==> config.mk <==
export PLATFORM = sky130hd
export DESIGN_NAME = instr_encoder
export DESIGN_NICKNAME = d
export VERILOG_FILES = /design/src/rtl/instr_encoder.sv
export SDC_FILE = /design/constraint.sdc
export NUM_CORES = 1
export LEC_CHECK = 0
export BUFFER_PORTS_ARGS = -buffer_cell sky130_fd_sc_hd__buf_2
export CORE_MARGIN = 3
export CORE_UTILIZATION = 58
export DETAILED_ROUTE_END_ITERATION = 10
export PLACE_DENSITY = 0.85
export SYNTH_ARGS = -nofsm -noshare
export SYNTH_HDL_FRONTEND = slang
export SYNTH_SLANG_ARGS = --single-unit
export TNS_END_PERCENT = 10
==> constraint.sdc <==
create_clock -name clk -period 7 [get_ports clk]
set_input_delay 0.7 -clock clk [delete_from_list [all_inputs] [get_ports clk]]
set_output_delay 0.7 -clock clk [all_outputs]
set_load 0.1 [all_outputs]
==> src/rtl/instr_encoder.sv <==
// Instruction encoder / program loader: packs symbolic instructions into MIPS words
// and writes them to instruction memory. Optional `CHECKSUM_EN adds a running XOR csum.
module instr_encoder #(
  parameter int unsigned       ADDR_W    = 32,
  parameter logic [ADDR_W-1:0] BASE_ADDR = '0,
  parameter int unsigned       MAX_WORDS = 1024
) (
  input  logic              clk,
  input  logic              rst_n,
  input  logic              clear,
  input  logic              in_valid,
  output logic              in_ready,
  input  logic [5:0]        mnem,
  input  logic [4:0]        rs,
  input  logic [4:0]        rt,
  input  logic [4:0]        rd,
  input  logic [4:0]        shamt,
  input  logic [15:0]       imm16,
  input  logic [25:0]       target,
  output logic              im_we,
  output logic [ADDR_W-1:0] im_addr,
  output logic [31:0]       im_wdata,
  input  logic              im_ack,
  output logic              err_illegal,
  output logic              full,
`ifdef CHECKSUM_EN
  output logic [31:0]       csum,
`endif
  output logic [15:0]       word_count
);

  typedef enum logic [1:0] {S_IDLE, S_ENC, S_WR, S_FULL} state_t;

  state_t      state;
  logic [5:0]  l_mnem;
  logic [4:0]  l_rs, l_rt, l_rd, l_shamt;
  logic [15:0] l_imm;
  logic [25:0] l_target;

  logic [31:0] enc_word;
  logic        enc_legal;
  logic [5:0]  funct, op;
  logic [4:0]  rs_f, rt_f, rd_f, sh_f;
  logic        last_word;

  assign last_word = ({1'b0, word_count} + 17'd1) == 17'(MAX_WORDS);

  always_comb begin
    enc_word  = '0;
    enc_legal = 1'b1;
    funct     = '0;
    op        = '0;
    rs_f      = l_rs;
    rt_f      = l_rt;
    rd_f      = l_rd;
    sh_f      = '0;
    if (l_mnem <= 6'd16) begin
      case (l_mnem)
        6'd0:    funct = 6'h20;
        6'd1:    funct = 6'h21;
        6'd2:    funct = 6'h22;
        6'd3:    funct = 6'h23;
        6'd4:    funct = 6'h24;
        6'd5:    funct = 6'h25;
        6'd6:    funct = 6'h26;
        6'd7:    funct = 6'h27;
        6'd8:    funct = 6'h2A;
        6'd9:    funct = 6'h2B;
        6'd10:   funct = 6'h00;
        6'd11:   funct = 6'h02;
        6'd12:   funct = 6'h03;
        6'd13:   funct = 6'h04;
        6'd14:   funct = 6'h06;
        6'd15:   funct = 6'h07;
        default: funct = 6'h08;
      endcase
      // Immediate shifts take shamt and no rs; jr keeps only rs.
      if (l_mnem >= 6'd10 && l_mnem <= 6'd12) begin
        rs_f = '0;
        sh_f = l_shamt;
      end
      if (l_mnem == 6'd16) begin
        rt_f = '0;
        rd_f = '0;
      end
      enc_word = {6'h00, rs_f, rt_f, rd_f, sh_f, funct};
    end else if (l_mnem <= 6'd28) begin
      case (l_mnem)
        6'd17:   op = 6'h08;
        6'd18:   op = 6'h09;
        6'd19:   op = 6'h0C;
        6'd20:   op = 6'h0D;
        6'd21:   op = 6'h0E;
        6'd22:   op = 6'h0F;
        6'd23:   op = 6'h23;
        6'd24:   op = 6'h2B;
        6'd25:   op = 6'h04;
        6'd26:   op = 6'h05;
        6'd27:   op = 6'h0A;
        default: op = 6'h0B;
      endcase
      if (l_mnem == 6'd22) rs_f = '0;
      enc_word = {op, rs_f, l_rt, l_imm};
    end else if (l_mnem <= 6'd30) begin
      op       = (l_mnem == 6'd29) ? 6'h02 : 6'h03;
      enc_word = {op, l_target};
    end else begin
      enc_legal = 1'b0;
    end
  end

  always_ff @(posedge clk) begin
    if (!rst_n) begin
      state       <= S_IDLE;
      in_ready    <= 1'b1;
      im_we       <= 1'b0;
      im_addr     <= BASE_ADDR;
      im_wdata    <= '0;
      err_illegal <= 1'b0;
      full        <= 1'b0;
      word_count  <= '0;
      l_mnem      <= '0;
      l_rs        <= '0;
      l_rt        <= '0;
      l_rd        <= '0;
      l_shamt     <= '0;
      l_imm       <= '0;
      l_target    <= '0;
`ifdef CHECKSUM_EN
      csum        <= '0;
`endif
    end else if (clear) begin
      state       <= S_IDLE;
      in_ready    <= 1'b1;
      im_we       <= 1'b0;
      im_addr     <= BASE_ADDR;
      err_illegal <= 1'b0;
      full        <= 1'b0;
      word_count  <= '0;
`ifdef CHECKSUM_EN
      csum        <= '0;
`endif
    end else begin
      err_illegal <= 1'b0;
      case (state)
        S_IDLE: begin
          if (in_valid && in_ready) begin
            l_mnem   <= mnem;
            l_rs     <= rs;
            l_rt     <= rt;
            l_rd     <= rd;
            l_shamt  <= shamt;
            l_imm    <= imm16;
            l_target <= target;
            in_ready <= 1'b0;
            state    <= S_ENC;
          end
        end
        S_ENC: begin
          if (enc_legal) begin
            im_wdata <= enc_word;
            im_we    <= 1'b1;
            state    <= S_WR;
          end else begin
            err_illegal <= 1'b1;
            in_ready    <= 1'b1;
            state       <= S_IDLE;
          end
        end
        S_WR: begin
          if (im_ack) begin
            im_we      <= 1'b0;
            im_addr    <= im_addr + ADDR_W'(4);
            word_count <= word_count + 16'd1;
`ifdef CHECKSUM_EN
            csum       <= csum ^ im_wdata;
`endif
            if (last_word) begin
              full  <= 1'b1;
              state <= S_FULL;
            end else begin
              in_ready <= 1'b1;
              state    <= S_IDLE;
            end
          end
        end
        S_FULL: begin
          in_ready <= 1'b0;
          full     <= 1'b1;
        end
        default: state <= S_IDLE;
      endcase
    end
  end

endmodule
# Yosys cells after proc, flatten, opt, wreduce, memory -nomap -nowiden
# Memory sizes are Yosys's and may differ from the RTL's. A register that Yosys moved wholly into a read port is not among the register bits.
# Cells that the tools add are included.
[word_totals] ff_bits=154 romBits=240 input_bits=73 out_inout_bits=84 word_cells=92 memories=2
[memory_table] name="(no name shown)" depth=32 width=5 rd=1 rd_ports_with_merged_regs=1 wr=0 line_no="88" text="case (l_mnem)"
[memory_table] name="(no name shown)" depth=16 width=5 rd=1 rd_ports_with_merged_regs=1 wr=0 line_no="58" text="case (l_mnem)"
[classes] n_addsub=3 magnitude_cmp=5 eq_ne=13 n_mux=35 bitwise_logic=3 n_reduce_logical=16
[op_table] operator="32-bit 2-to-1 mux" count=2
[op_table] operator="5-bit 2-to-1 mux" count=7
[op_table] operator="32-bit by 3-bit adder with 32-bit output (second input constant)" count=1
[op_table] operator="28-bit 2-to-1 mux" count=1
[op_table] operator="6-bit by 5-bit equality test with 1-bit output (second input constant)" count=3
[op_table] operator="6-bit by 5-bit less-or-equal comparator with 1-bit output (second input constant)" count=3
[op_table] operator="16-bit by 1-bit adder with 17-bit output (second input constant)" count=1
[op_table] operator="17-bit by 11-bit equality test with 1-bit output (second input constant)" count=1
[op_table] operator="16-bit by 1-bit adder with 16-bit output (second input constant)" count=1
[op_table] operator="3-bit AND reduction" count=5
[op_table] operator="1-bit 2-to-1 mux" count=13
[op_table] operator="6-bit 2-to-1 mux" count=2
[op_table] operator="2-bit inequality test (second input constant)" count=6
[op_table] operator="2-bit 2-to-1 mux" count=4
[op_table] operator="4-bit 2-to-1 mux" count=2
[op_table] operator="6-bit by 4-bit greater-or-equal comparator with 1-bit output (second input constant)" count=1
[op_table] operator="6-bit by 4-bit less-or-equal comparator with 1-bit output (second input constant)" count=1
[op_table] operator="2-bit case mux with 3 select lines" count=1
[op_table] operator="2-bit equality test (second input constant)" count=2
[op_table] operator="2-bit logical NOT" count=2
[op_table] operator="1-bit case mux with 2 select lines" count=2
[op_table] operator="1-bit case mux with 4 select lines" count=1
[op_table] operator="4-bit AND reduction" count=1
[op_table] operator="2-bit nonzero test" count=2
[op_table] operator="7 further kinds" count=10

# Logic depth before layout (Yosys ltp)
[logic_depth] word_depth=6 depth_mapped=11 mapped_depth_nobuf=11

# Least setup slack after synthesis
# OpenSTA, ideal clock, no wires.
[synth_timing] path_type="flip-flop to flip-flop" start="register word_count[4]" end="register state[1]" setup_time_ns=0.079 t_arrival_ns=2.754 required_time_ns=6.921 path_slack_ns=4.166 path_stages_with_launch=9 path_cell_list="dfxtp_1 > buf_2 > nand4_1 > or3_1 > buf_2 > o21a_1 > a2111oi_2 > a21oi_1 > a211oi_2"
[synth_via] elab_chain_len=5
[synth_rtl] item="start: declaration" line_no="29" text="output logic [15:0] word_count"
[synth_rtl] item="start signal: assignment" line_no="174" text="word_count <= word_count + 16'd1;"
[synth_rtl] item="16-bit by 1-bit adder with 17-bit output" line_no="46" text="assign last_word = ({1'b0, word_count} + 17'd1) == 17'(MAX_WORDS);"
[synth_rtl] item="17-bit by 11-bit equality test with 1-bit output" line_no="46"
[synth_rtl] item="2-bit 2-to-1 mux" line_no="178" text="if (last_word) begin"
[synth_rtl] item="2-bit 2-to-1 mux" line_no="171" text="if (im_ack) begin"
[synth_rtl] item="2-bit case mux with 3 select lines" line_no="145" text="case (state)"
[synth_rtl] item="end signal: assignment" line_no="156" text="state <= S_ENC;"
[synth_rtl] item="end signal: assignment" line_no="180" text="state <= S_FULL;"
[synth_rtl] item="end signal: assignment" line_no="183" text="state <= S_IDLE;"
[synth_rtl] item="end: declaration" line_no="34" text="state_t state;"
# No other way between the ends. The select of a mux whose other input is x is not followed.
# A chain may end at the register's enable or synchronous reset.

==> results.yml <==
outcome:
  outcome: "finished, final reports clean"
place:
  placed_cell_area_sq_um: 7920
  placed_cells: 1088
  globalplace.congestion: 0.838
  post-dp-hpwl_um: 11400
  portBuffers: 153
sta:
  maxSlewViolCount: 0
  tns_ns: 0
  fin_crit_sh: 0.480
  max_clock_freq_ghz: 0.298
  relSlewSlack: 0.179
  worst_pin_slew_ns: 1.23
  rsz0062_at_grt: "no"
  setup_viol: 0
  finalClockSkew_ns: 0.00512
  hold_violations: 0
  fin_crit_ns: 3.36
floorplan:
  start_util: 0.608
  die_area_sq_um: 13600
  rows: 39
  core-area_sq_um: 11700
  pin_count: 157
  die_h_um: 117
  die_width_um: 117
global_route:
  antenna_found_initial: 6
  grt_usage: 0.258
  grt_pass1_vias: 5747
  grt_overflow: 0
  grt_max_degree: 105
  grt_pass1_wl_um: 28000
final_layout:
  multi_input_area_sq_um: 3650
  register_area_sq_um: 3220
  fillers: 909
  nets: 1052
  area_delta_synth_final_pct: 19.9
  drive_gt1_frac: 0.209
  fin_cells: 1123
  stdcell_area_sq_um: 8540
cts:
  cts_tree: "done"
  post_cts_resized: 0
  clockBufferDepth: 2
  cts_sinks: 161
  cts_root_buf: "clkbuf_16"
  clkSlewWorstSetupHoldPaths_ns: 0.06
  numCtsBuffers: 17
  ctsHoldBuffers: 0
  htreeDepth: 4
  worstSkewPairLatency_ns: 0.43
  cts_setup_buffers: 0
worst_setup_path:
  crit_required_ns: 7.32
  worstPathArrival_ns: 3.68
  critical_path.startpoint_type: "flip-flop"
  crit_chain: "inv_1 > ha_1 > nand4b_1 > nand2_1 > a21boi_1 > inv_1 > ha_1 > inv_1 > mux2i_1 > o22ai_1 > and2_1"
  slowest_stage: "nand4b_1"
  endpoint_kind: "flip-flop"
  critPathMaxFanout: 26
  cpPeakStageDelay_ns: 0.86
  criticalPathCategory: "flip-flop to flip-flop"
  worst_path_most_repeated_cell: "inv_1"
drt:
  drtPass1Iterations: 5
  ant_nets: 0
  routed_wl_um: 17700
  drc: 0
  wl_per_cell_um: 15.7
  vias: 6290
  first_iter_violations: 635
  via_per_inst: 5.60
synth:
  synth.yosys.seq_area_share: 0.453
  synthFlopType: "dfxtp_1"
  synthCells: 838
  synth_area_leaders: "dfxtp_1, nand2_1, a21boi_1"
  ys_warn_count: 0
  synth_enable_flop_cells: 0
  synth.most_common_cell: "nand2_1"
  synth_seq_cells: 161
  synthTopCellsByCount: "nand2_1, dfxtp_1, a21boi_1, nor2_1, clkbuf_1"
  synth_area_sq_um: 7120
  syn_avg_cell_area_sq_um: 8.50
  synth_async_sr_flop_share: 0
  yosysUniqueCellTypes: 60
  yosysTopAreaCell: "dfxtp_1"
  yosys.area.top_type_share: 0.453
worst_hold_path:
  worst_hold_path_type: "flip-flop to flip-flop"
power_and_ir_drop:
  p_switching_w: 0.000550
  vdd_drop_max_mv: 0.180
  sw_frac_of_total: 0.254
  power_frac_clock: 0.442
  pwr-share-seq: 0.448
  power_density_nw_per_um2: 254
  p_leak_nw: 3.66
  comb_power_share: 0.110
  intPower_w: 0.00162
job:
  maxCapViolations: 0
[worst max-delay path: cells and delay by family, from the launching register on]
kind / cells / cell delay, ns
AND/OR/NAND/NOR: 3 / 1.22
AO/OA/AOI/OAI: 2 / 0.59
multiplexers: 1 / 0.12
adder cells (fa/ha/maj): 2 / 0.64
buffers and inverters: 3 / 0.32
flip-flops: 1 / 0.36
[cell families (layout without fill, tap and decap cells)]
family	Yosys count	in the layout	share of synthesized area
buf+inv	67	204	0.0376
mux	8	8	0.0116
fa+ha+maj	15	15	0.0264
xor+xnor	44	44	0.0541
flops	161	161	0.453
other cells	1	6	0.000527
simple gates	366	366	0.229
compound gates	176	176	0.188
[cell usage in the layout, fill, tap and decap left out, drive strengths merged, types with 4 or more instances in the layout]
| cell | synthesis | layout |
|---|---|---|
| nor3 | 13 | 13 |
| a22oi | 15 | 15 |
| xor2 | 29 | 29 |
| o21a | 4 | 4 |
| or2 | 4 | 4 |
| nor2 | 69 | 69 |
| nor3b | 12 | 12 |
| buf | 8 | 160 |
| o211ai | 15 | 15 |
| nand4 | 15 | 15 |
| clkinv | 0 | 6 |
| clkbuf | 47 | 22 |
| o211a | 14 | 14 |
| a221oi | 11 | 11 |
| dfxtp | 161 | 161 |
| and3 | 9 | 9 |
| nand3 | 22 | 22 |
| ha | 15 | 15 |
| and2 | 5 | 5 |
| nand2 | 196 | 196 |
| xnor2 | 15 | 15 |
| a21boi | 77 | 77 |
| o21ai | 10 | 10 |
| mux2i | 6 | 6 |
| nor2b | 5 | 5 |
| a21oi | 14 | 14 |
| inv | 12 | 12 |
[area by class of cell]
cell class,count,area share
diodes,3,0.000879
clock buffers,22,0.0567
clock inverters,10,0.0154
inverters,12,0.00527
multi-input cells,612,0.428
flip-flops and latches,161,0.377
well taps,143,0.0210
repair buffers,160,0.0958
[path summary, 6_finish.rpt]
kind                                   start  slack [ns]  cells past startpoint           end
worst max-delay path                state[0]        3.64                     11     flip-flop
worst min-delay path            im_wdata[28]        0.44                      2  im_wdata[28]
worst max register to register      state[0]        3.64                     11     flip-flop
worst min register to register  im_wdata[28]        0.44                      2  im_wdata[28]
[power groups by stage]
stage,Combinational (W),Clock (W),Sequential (W)
5_1_grt,0.000258,0.00101,0.000973
2_1_floorplan,0.000121,0,0.00104
3_3_place_gp,0.000232,0,0.000988
3_5_place_dp,0.000235,0,0.000989
6_report,0.000238,0.000957,0.000970
4_1_cts,0.000238,0.000964,0.000969
[registers in the layout, summed over array words and instances (netlist names), named ones only]
register,count
in_ready,1
im_addr,30
word_count,16
l_mnem,6
l_rt,5
l_shamt,5
im_we,1
full,1
l_imm,16
im_wdata,31
l_rd,5
l_target,26
err_illegal,1
state,2
l_rs,5
[routing by layer]
metal  vias up  GRT usage  wire length [um]  share of wire
li1       3118          -                 -              -
met1      2913      0.333              7600           0.43
met2       223      0.416              8370           0.47
met3        28     0.0797              1410          0.080
met4         8     0.0826               244          0.014
met5         -          0                35         0.0020
[metrics by stage]
| step | hold WS [ns] | util | total power (W) | setup slack (ns) |
|---|---|---|---|---|
| after CTS | 0.448 | 0.729 | 0.00217 | 3.64 |
| after global placement | 0.438 | 0.676 | 0.00122 | 3.65 |
| after global routing | 0.469 | 0.729 | 0.00224 | 3.33 |
| after floorplan | 0.432 | - | 0.00116 | 4.17 |
| final | 0.443 | 0.729 | 0.00217 | 3.64 |
| after detailed placement | 0.442 | 0.676 | 0.00122 | 3.57 |
Power figures use the tool's default switching activity.
